[config.mk]
export PLATFORM = sky130hd
export DESIGN_NAME = controlador_interrupciones
export DESIGN_NICKNAME = d
export VERILOG_FILES = /design/src/rtl/controlador_interrupciones.sv
export SDC_FILE = /design/constraint.sdc
export NUM_CORES = 1
export LEC_CHECK = 0
export BUFFER_PORTS_ARGS = -buffer_cell sky130_fd_sc_hd__buf_4
export CAP_MARGIN = 20
export CORE_MARGIN = 4
export CORE_UTILIZATION = 45
export DETAILED_ROUTE_END_ITERATION = 16
export GPL_TIMING_DRIVEN = 0
export PLACE_DENSITY = 0.72
export SYNTH_ARGS = -nofsm -noshare
export SYNTH_HDL_FRONTEND = slang
export SYNTH_SLANG_ARGS = --single-unit
export TNS_END_PERCENT = 20
[constraint.sdc]
create_clock -name clk_i -period 4 [get_ports clk_i]
set_clock_uncertainty 0.1 [all_clocks]
set_input_delay 0.6 -clock clk_i [delete_from_list [all_inputs] [get_ports clk_i]]
set_output_delay 0.6 -clock clk_i [all_outputs]
set_load 0.05 [all_outputs]
[src/rtl/controlador_interrupciones.sv]
// Eight-line interrupt controller: rising-edge capture, maskable pending bits,
// fixed highest-index-wins priority and a non-nesting request/ack/reti handshake.
module controlador_interrupciones #(
  parameter int unsigned       NUM_IRQ  = 8,
  parameter int unsigned       ADDR_W   = 10,
  parameter logic [ADDR_W-1:0] VEC_BASE = 10'h3F0
) (
  input  logic               clk_i,
  input  logic               reset_i,
  input  logic [NUM_IRQ-1:0] interrupcion_i,
  input  logic               mascara_we_i,
  input  logic [NUM_IRQ-1:0] mascara_in_i,
  input  logic               ack_i,
  input  logic               reti_i,
  output logic               irq_req_o,
  output logic [2:0]         irq_id_o,
  output logic [ADDR_W-1:0]  irq_vector_o,
  output logic [NUM_IRQ-1:0] pendientes_o,
  output logic               en_servicio_o
);

  typedef enum logic [1:0] {
    ST_IDLE = 2'd0,
    ST_REQ  = 2'd1,
    ST_SERV = 2'd2
  } state_t;

  state_t             state_q, state_d;
  logic [NUM_IRQ-1:0] pend_q, pend_d;
  logic [NUM_IRQ-1:0] mask_q, mask_d;
  logic [NUM_IRQ-1:0] prev_q, prev_d;
  logic [2:0]         irq_id_q, irq_id_d;
  logic               irq_req_q, irq_req_d;
  logic               en_serv_q, en_serv_d;

  logic [NUM_IRQ-1:0] rise_s;
  logic [NUM_IRQ-1:0] elig_s;
  logic [NUM_IRQ-1:0] clr_s;

  // Highest set index wins; later iterations overwrite earlier ones.
  function automatic logic [2:0] winner(input logic [NUM_IRQ-1:0] v);
    logic [2:0] w;
    w = 3'd0;
    for (int i = 0; i < NUM_IRQ; i++) begin
      w = v[i] ? 3'(i) : w;
    end
    return w;
  endfunction

  assign rise_s = interrupcion_i & ~prev_q;
  assign elig_s = pend_q & ~mask_q;

  // Handshake FSM: winner is latched on entry to REQ and held until ack.
  always_comb begin
    state_d  = state_q;
    irq_id_d = irq_id_q;
    clr_s    = '0;
    case (state_q)
      ST_IDLE: begin
        if (elig_s != '0) begin
          state_d  = ST_REQ;
          irq_id_d = winner(elig_s);
        end else begin
          state_d  = ST_IDLE;
        end
      end
      ST_REQ: begin
        if (ack_i) begin
          state_d         = ST_SERV;
          clr_s[irq_id_q] = 1'b1;
        end else begin
          state_d = ST_REQ;
        end
      end
      ST_SERV: begin
        if (reti_i) begin
          state_d = ST_IDLE;
        end else begin
          state_d = ST_SERV;
        end
      end
      default: begin
        state_d = ST_IDLE;
      end
    endcase
  end

  // Pending/mask/edge bookkeeping; a fresh edge beats the ack clear.
  always_comb begin
    pend_d    = (pend_q & ~clr_s) | rise_s;
    prev_d    = interrupcion_i;
    irq_req_d = (state_d == ST_REQ);
    en_serv_d = (state_d == ST_SERV);
    if (mascara_we_i) begin
      mask_d = mascara_in_i;
    end else begin
      mask_d = mask_q;
    end
  end

  // State register; prev resets high so lines already asserted do not fire.
  always_ff @(posedge clk_i) begin
    if (reset_i) begin
      state_q   <= ST_IDLE;
      pend_q    <= '0;
      mask_q    <= '0;
      prev_q    <= '1;
      irq_id_q  <= 3'd0;
      irq_req_q <= 1'b0;
      en_serv_q <= 1'b0;
    end else begin
      state_q   <= state_d;
      pend_q    <= pend_d;
      mask_q    <= mask_d;
      prev_q    <= prev_d;
      irq_id_q  <= irq_id_d;
      irq_req_q <= irq_req_d;
      en_serv_q <= en_serv_d;
    end
  end

  assign irq_req_o     = irq_req_q;
  assign irq_id_o      = irq_id_q;
  assign irq_vector_o  = VEC_BASE + ADDR_W'(irq_id_q);
  assign pendientes_o  = pend_q;
  assign en_servicio_o = en_serv_q;

endmodule

* Word level (Yosys, flattened, before mapping)
Cells that the tools add are included.
** Storage, ports and cells
- Register bits :: 31
** Cells by class
- Add/sub/neg operators :: 1
- $lt $le $gt $ge :: 2
- Equality and inequality tests :: 4
- Mux-type cells :: 15
- Bitwise operators :: 7
- Reductions and logical operators :: 4
** Operators with widths (number)
- 8-bit AND :: 3
- 8-bit NOT :: 3
- 8-bit 2-to-1 mux :: 2
- 3-bit 2-to-1 mux :: 4
- 2-bit 2-to-1 mux :: 4
- 8-bit bitwise OR :: 1
- 8-bit nonzero test :: 1
- 5-bit by 4-bit adder with 6-bit output (first input constant) :: 1
- 2-bit case mux with 3 select lines :: 1
- 2-bit by 1-bit == test with 1-bit output (second input constant) :: 2
- 2-bit == test (second input constant) :: 2
- 3-bit by 4-bit < comparator with 1-bit output (second input constant) :: 1
- 1-bit demux with 3-bit select :: 1
- 3-bit by 1-bit greater-or-equal comparator with 1-bit output (second input constant) :: 1
- 1-bit 2-to-1 mux :: 3
- 2-bit zero test :: 1
- 2-bit AND reduction :: 1
- 1-bit logical AND :: 1

* Depth between registers and ports, before layout
- Word-level depth :: 9
- Gate-level depth with buffers :: 5
- Gate-level depth less buffers :: 4

* Least setup slack after synthesis
No wires, ideal clock.
- Path kind :: register -> register
- From :: register pend_q[2], in the netlist pendientes_o[2]
- To :: register irq_id_q[1], in the netlist irq_id_o[1]
- Library setup time :: 0.123 ns
- Arrival :: 1.676 ns
- Data required time :: 3.777 ns
- Setup slack :: 2.100 ns
- Stages on the path, launching flop included :: 5
- Path through :: dfxtp_1 -> nor2b_4 -> and4bb_4 -> a211oi_4 -> mux2_1
** Between the ends
- Cells in the longest elaborated chain, start to end :: 7
- Elaborated cells on any way between the ends :: 9
** Ends and longest elaborated chain
- from (decl) :: RTL line 29 : logic [NUM_IRQ-1:0] pend_q, pend_d;
- from (signal assigned) :: RTL line 113 : pend_q <= pend_d;
- 8-bit AND * :: RTL line 51 : assign elig_s = pend_q & ~mask_q;
- 2-bit 2-to-1 mux (2 in series) :: RTL line 45 : w = v[i] ? 3'(i) : w;
- 3-bit 2-to-1 mux (4 in series) :: RTL line 45
- to (signal assigned) :: RTL line 116 : irq_id_q <= irq_id_d;
- to (decl) :: RTL line 32 : logic [2:0] irq_id_q, irq_id_d;
Mark *: on every way between the ends. The rest lies on a longest branch, timed or not.
A chain may end at the register's enable or synchronous reset.

* Final worst setup path
- From :: register irq_id_q[1], in the netlist irq_id_o[1]
- To :: output irq_vector_o[1]
** Between the ends
- Cells in the longest elaborated chain, start to end :: 1
** Ends and longest elaborated chain
- 5-bit by 4-bit adder with 6-bit output :: RTL line 124 : assign irq_vector_o = VEC_BASE + ADDR_W'(irq_id_q);
- to (decl) :: RTL line 17 : output logic [ADDR_W-1:0] irq_vector_o,
Every way passes these cells.

==> flow_metrics.tcl <==
set metrics [dict create \
    vdd.ir_drop.worst_v 0.000401 \
    syn_avg_cell_area_um2 9.57 \
    viasPerCell 5.09 \
    coreArea_mm2 0.00278 \
    yosysSeqAreaShare_pct 47.0 \
    crit_slowest_cell "dfxtp_1" \
    cpPeakStageDelay_ns 0.50 \
    crit_required_ns 3.30 \
    cp_num_buf_inv 2 \
    num_io_pins 44 \
    fin_crit_sh_pct 47.1 \
    ys_warn_count 0 \
    clk_latency_ns 0.33 \
    path_clk_slew_ns 0.09 \
    grt_overflow 0 \
    tightest_slew_ns 0.557 \
    ant_nets 0 \
    gp_congestion 0.792 \
    hpwl_um 2200 \
    p_per_area_mw_per_mm2 454 \
    rows 19 \
    grt_max_degree 11 \
    hold_buffers 0 \
    synth-edff-count 0 \
    post_cts_buffers 0 \
    placedCellCount 209 \
    drtIter0Drc 14 \
    multi_input_area_um2 617 \
    drt-total-wl_um 2880 \
    fillCellCount 273 \
    ys_seq_elements 31 \
    portBuffers 35 \
    layout.cells.non_filler 216 \
    crit_path_frequent_cell "buf_4" \
    timing.setup.tns_ns 0 \
    syn-cell-area_mm2 0.00132 \
    ys.flop_type "dfxtp_1" \
    endpoint_kind "primary output" \
    crit_type "reg -> out" \
    die_area_mm2 0.00387 \
    yosysTopAreaCellShare_pct 47.0 \
    fin_crit_ns 1.88 \
    startpoint_type "register" \
    critPathTopFamily "flip-flops" \
    grt_first_pass_wirelength_um 4860 \
    rsz0062_at_grt "false" \
    final_net_count 206 \
    leakage_nw 0.780 \
    syn_to_final_growth_pct 29.6 \
    dr_wl_met2_um 1320 \
    fmax_mhz 531 \
    initial_core_util_pct 47.5 \
    synthArstFlopShare_pct 0 \
    grt_antenna_before_repair 0 \
    ys_top_cells_by_area "dfxtp_1, nand2b_1, mux2i_1, buf_4, a21oi_1" \
    diodes 0 \
    hold_viol 0 \
    cp_max_fo 8 \
    htreeDepth 2 \
    grt_usage_pct 15.7 \
    finalSetupViolCount 0 \
    die_w_um 62.2 \
    vias 1100 \
    cts_resized 0 \
    numCtsBuffers 5 \
    drive_gt1_share_pct 35.1 \
    grt_pass1_vias 1153 \
    outcome "completed" \
    worst_hold_path_type "in -> reg" \
    slew_violations 0 \
    worstPathArrival_ns 1.18 \
    maxCapViolCount 0 \
    slew_headroom_pct 62.9 \
    cts_tree "yes" \
    highest_layer "met4" \
    wl_met3_um 208 \
    worstPathCellList "buf_4 -> buf_4" \
    fp.dieH_um 62.2 \
    clock_sink_count 31 \
    avgRoutedWirePerCell_um 13.3 \
    syn_inst 138 \
    drc 0 \
    synth_area_leader_cell "dfxtp_1" \
    first_pass_iters 4 \
    ys_types 32 \
    cts-root-buf "clkbuf_4" \
    wl_met1_um 1280 \
    register_area_um2 621 \
    cts.path.max_buffers 2 \
]
==> cell usage after synthesis (2+ instances only) <==
| master | number |
|---|---|
| buf_4 | 10 |
| nand2b_1 | 17 |
| nor2_1 | 10 |
| o21ai_0 | 7 |
| dfxtp_1 | 31 |
| a31oi_1 | 2 |
| nor2b_1 | 2 |
| o211a_1 | 3 |
| mux2i_1 | 8 |
| or2_2 | 8 |
| clkbuf_1 | 4 |
| inv_1 | 2 |
| conb_1 | 2 |
| nand2_1 | 4 |
| a21oi_1 | 10 |
| o31ai_1 | 2 |
==> logic make-up (layout without fill, tap and decap cells) <==
kind of cell / Yosys count / count (layout) / share of synthesized area (%)
mux: 9 / 9 / 6.91
other cells: 2 / 7 / 0.568
compound gates: 31 / 31 / 15.7
buf+inv: 17 / 59 / 7.76
flops: 31 / 31 / 47.0
simple gates: 48 / 48 / 22.1
==> layout by cell type, fill, tap and decap left out, types with 3 or more instances in the layout <==
| cell | netlist | routed |
|---|---|---|
| buf_4 | 10 | 45 |
| dfxtp_1 | 31 | 31 |
| nand2b_1 | 17 | 17 |
| mux2i_1 | 8 | 8 |
| clkbuf_4 | 0 | 5 |
| clkbuf_1 | 4 | 5 |
| nor2_1 | 10 | 10 |
| conb_1 | 2 | 7 |
| a21oi_1 | 10 | 10 |
| o211a_1 | 3 | 3 |
| nand2_1 | 4 | 4 |
| o21ai_0 | 7 | 7 |
| or2_2 | 8 | 8 |
==> path summary, 6_finish.rpt <==
| check | from | to | slack, ns | cells after the start |
|---|---|---|---|---|
| worst max-delay path | irq_id_o[1]$_SDFFE_PP0P_ | irq_vector_o[1] | 2.12 | 2 |
| worst max register to register | pendientes_o[2]$_SDFF_PP0_ | irq_id_o[1]$_SDFFE_PP0P_ | 2.37 | 4 |
| worst min-delay path | interrupcion_i[4] | prev_q[4]$_SDFF_PP1_ | 0.36 | 2 |
| worst min register to register | prev_q[6]$_SDFF_PP1_ | pendientes_o[6]$_SDFF_PP0_ | 0.39 | 2 |
==> report_power, final <==
group	switching (mW)	internal [mW]
Combinational	0.120	0.0780
Clock	0.102	0.129
Sequential	0.0176	0.331
==> metal layers <==
layer	track usage, %	vias to the layer above
met1	17.4	510
met4	10.8	0
met2	24.7	36
met3	5.41	7
li1	-	547
met5	0	-
==> registers in the layout (all words and copies together), names as in the netlist <==
name and flops:
en_servicio_o 1, irq_id_o 3, irq_req_o 1, mask_q 8
pendientes_o 8, prev_q 8, state_q 2
==> metrics by stage <==
step | worst slack [ns] | hold slack (ns) | power [mW] | utilization [%] | area, um2
2_1_floorplan | 2.10 | 0.351 | 0.496 | - | 1340
3_3_place_gp | 2.20 | 0.371 | 0.549 | 59.0 | 1640
3_5_place_dp | 2.16 | 0.382 | 0.554 | 59.0 | 1640
4_1_cts | 2.10 | 0.346 | 0.785 | 61.6 | 1710
5_1_grt | 2.05 | 0.344 | 0.818 | 61.6 | 1710
6_report | 2.12 | 0.358 | 0.778 | 61.6 | 1710
==> area by class of cell <==
| type | count | share of cell area (%) |
|---|---|---|
| Buffer | 15 | 5.55 |
| Timing Repair Buffer | 35 | 15.3 |
| Inverter | 2 | 0.438 |
| Tap cell | 31 | 2.26 |
| Sequential cell | 31 | 36.2 |
| Multi-Input combinational cell | 95 | 36.0 |
| Clock inverter | 1 | 1.75 |
| Clock buffer | 6 | 2.41 |
(Power assumes the default switching activity.)
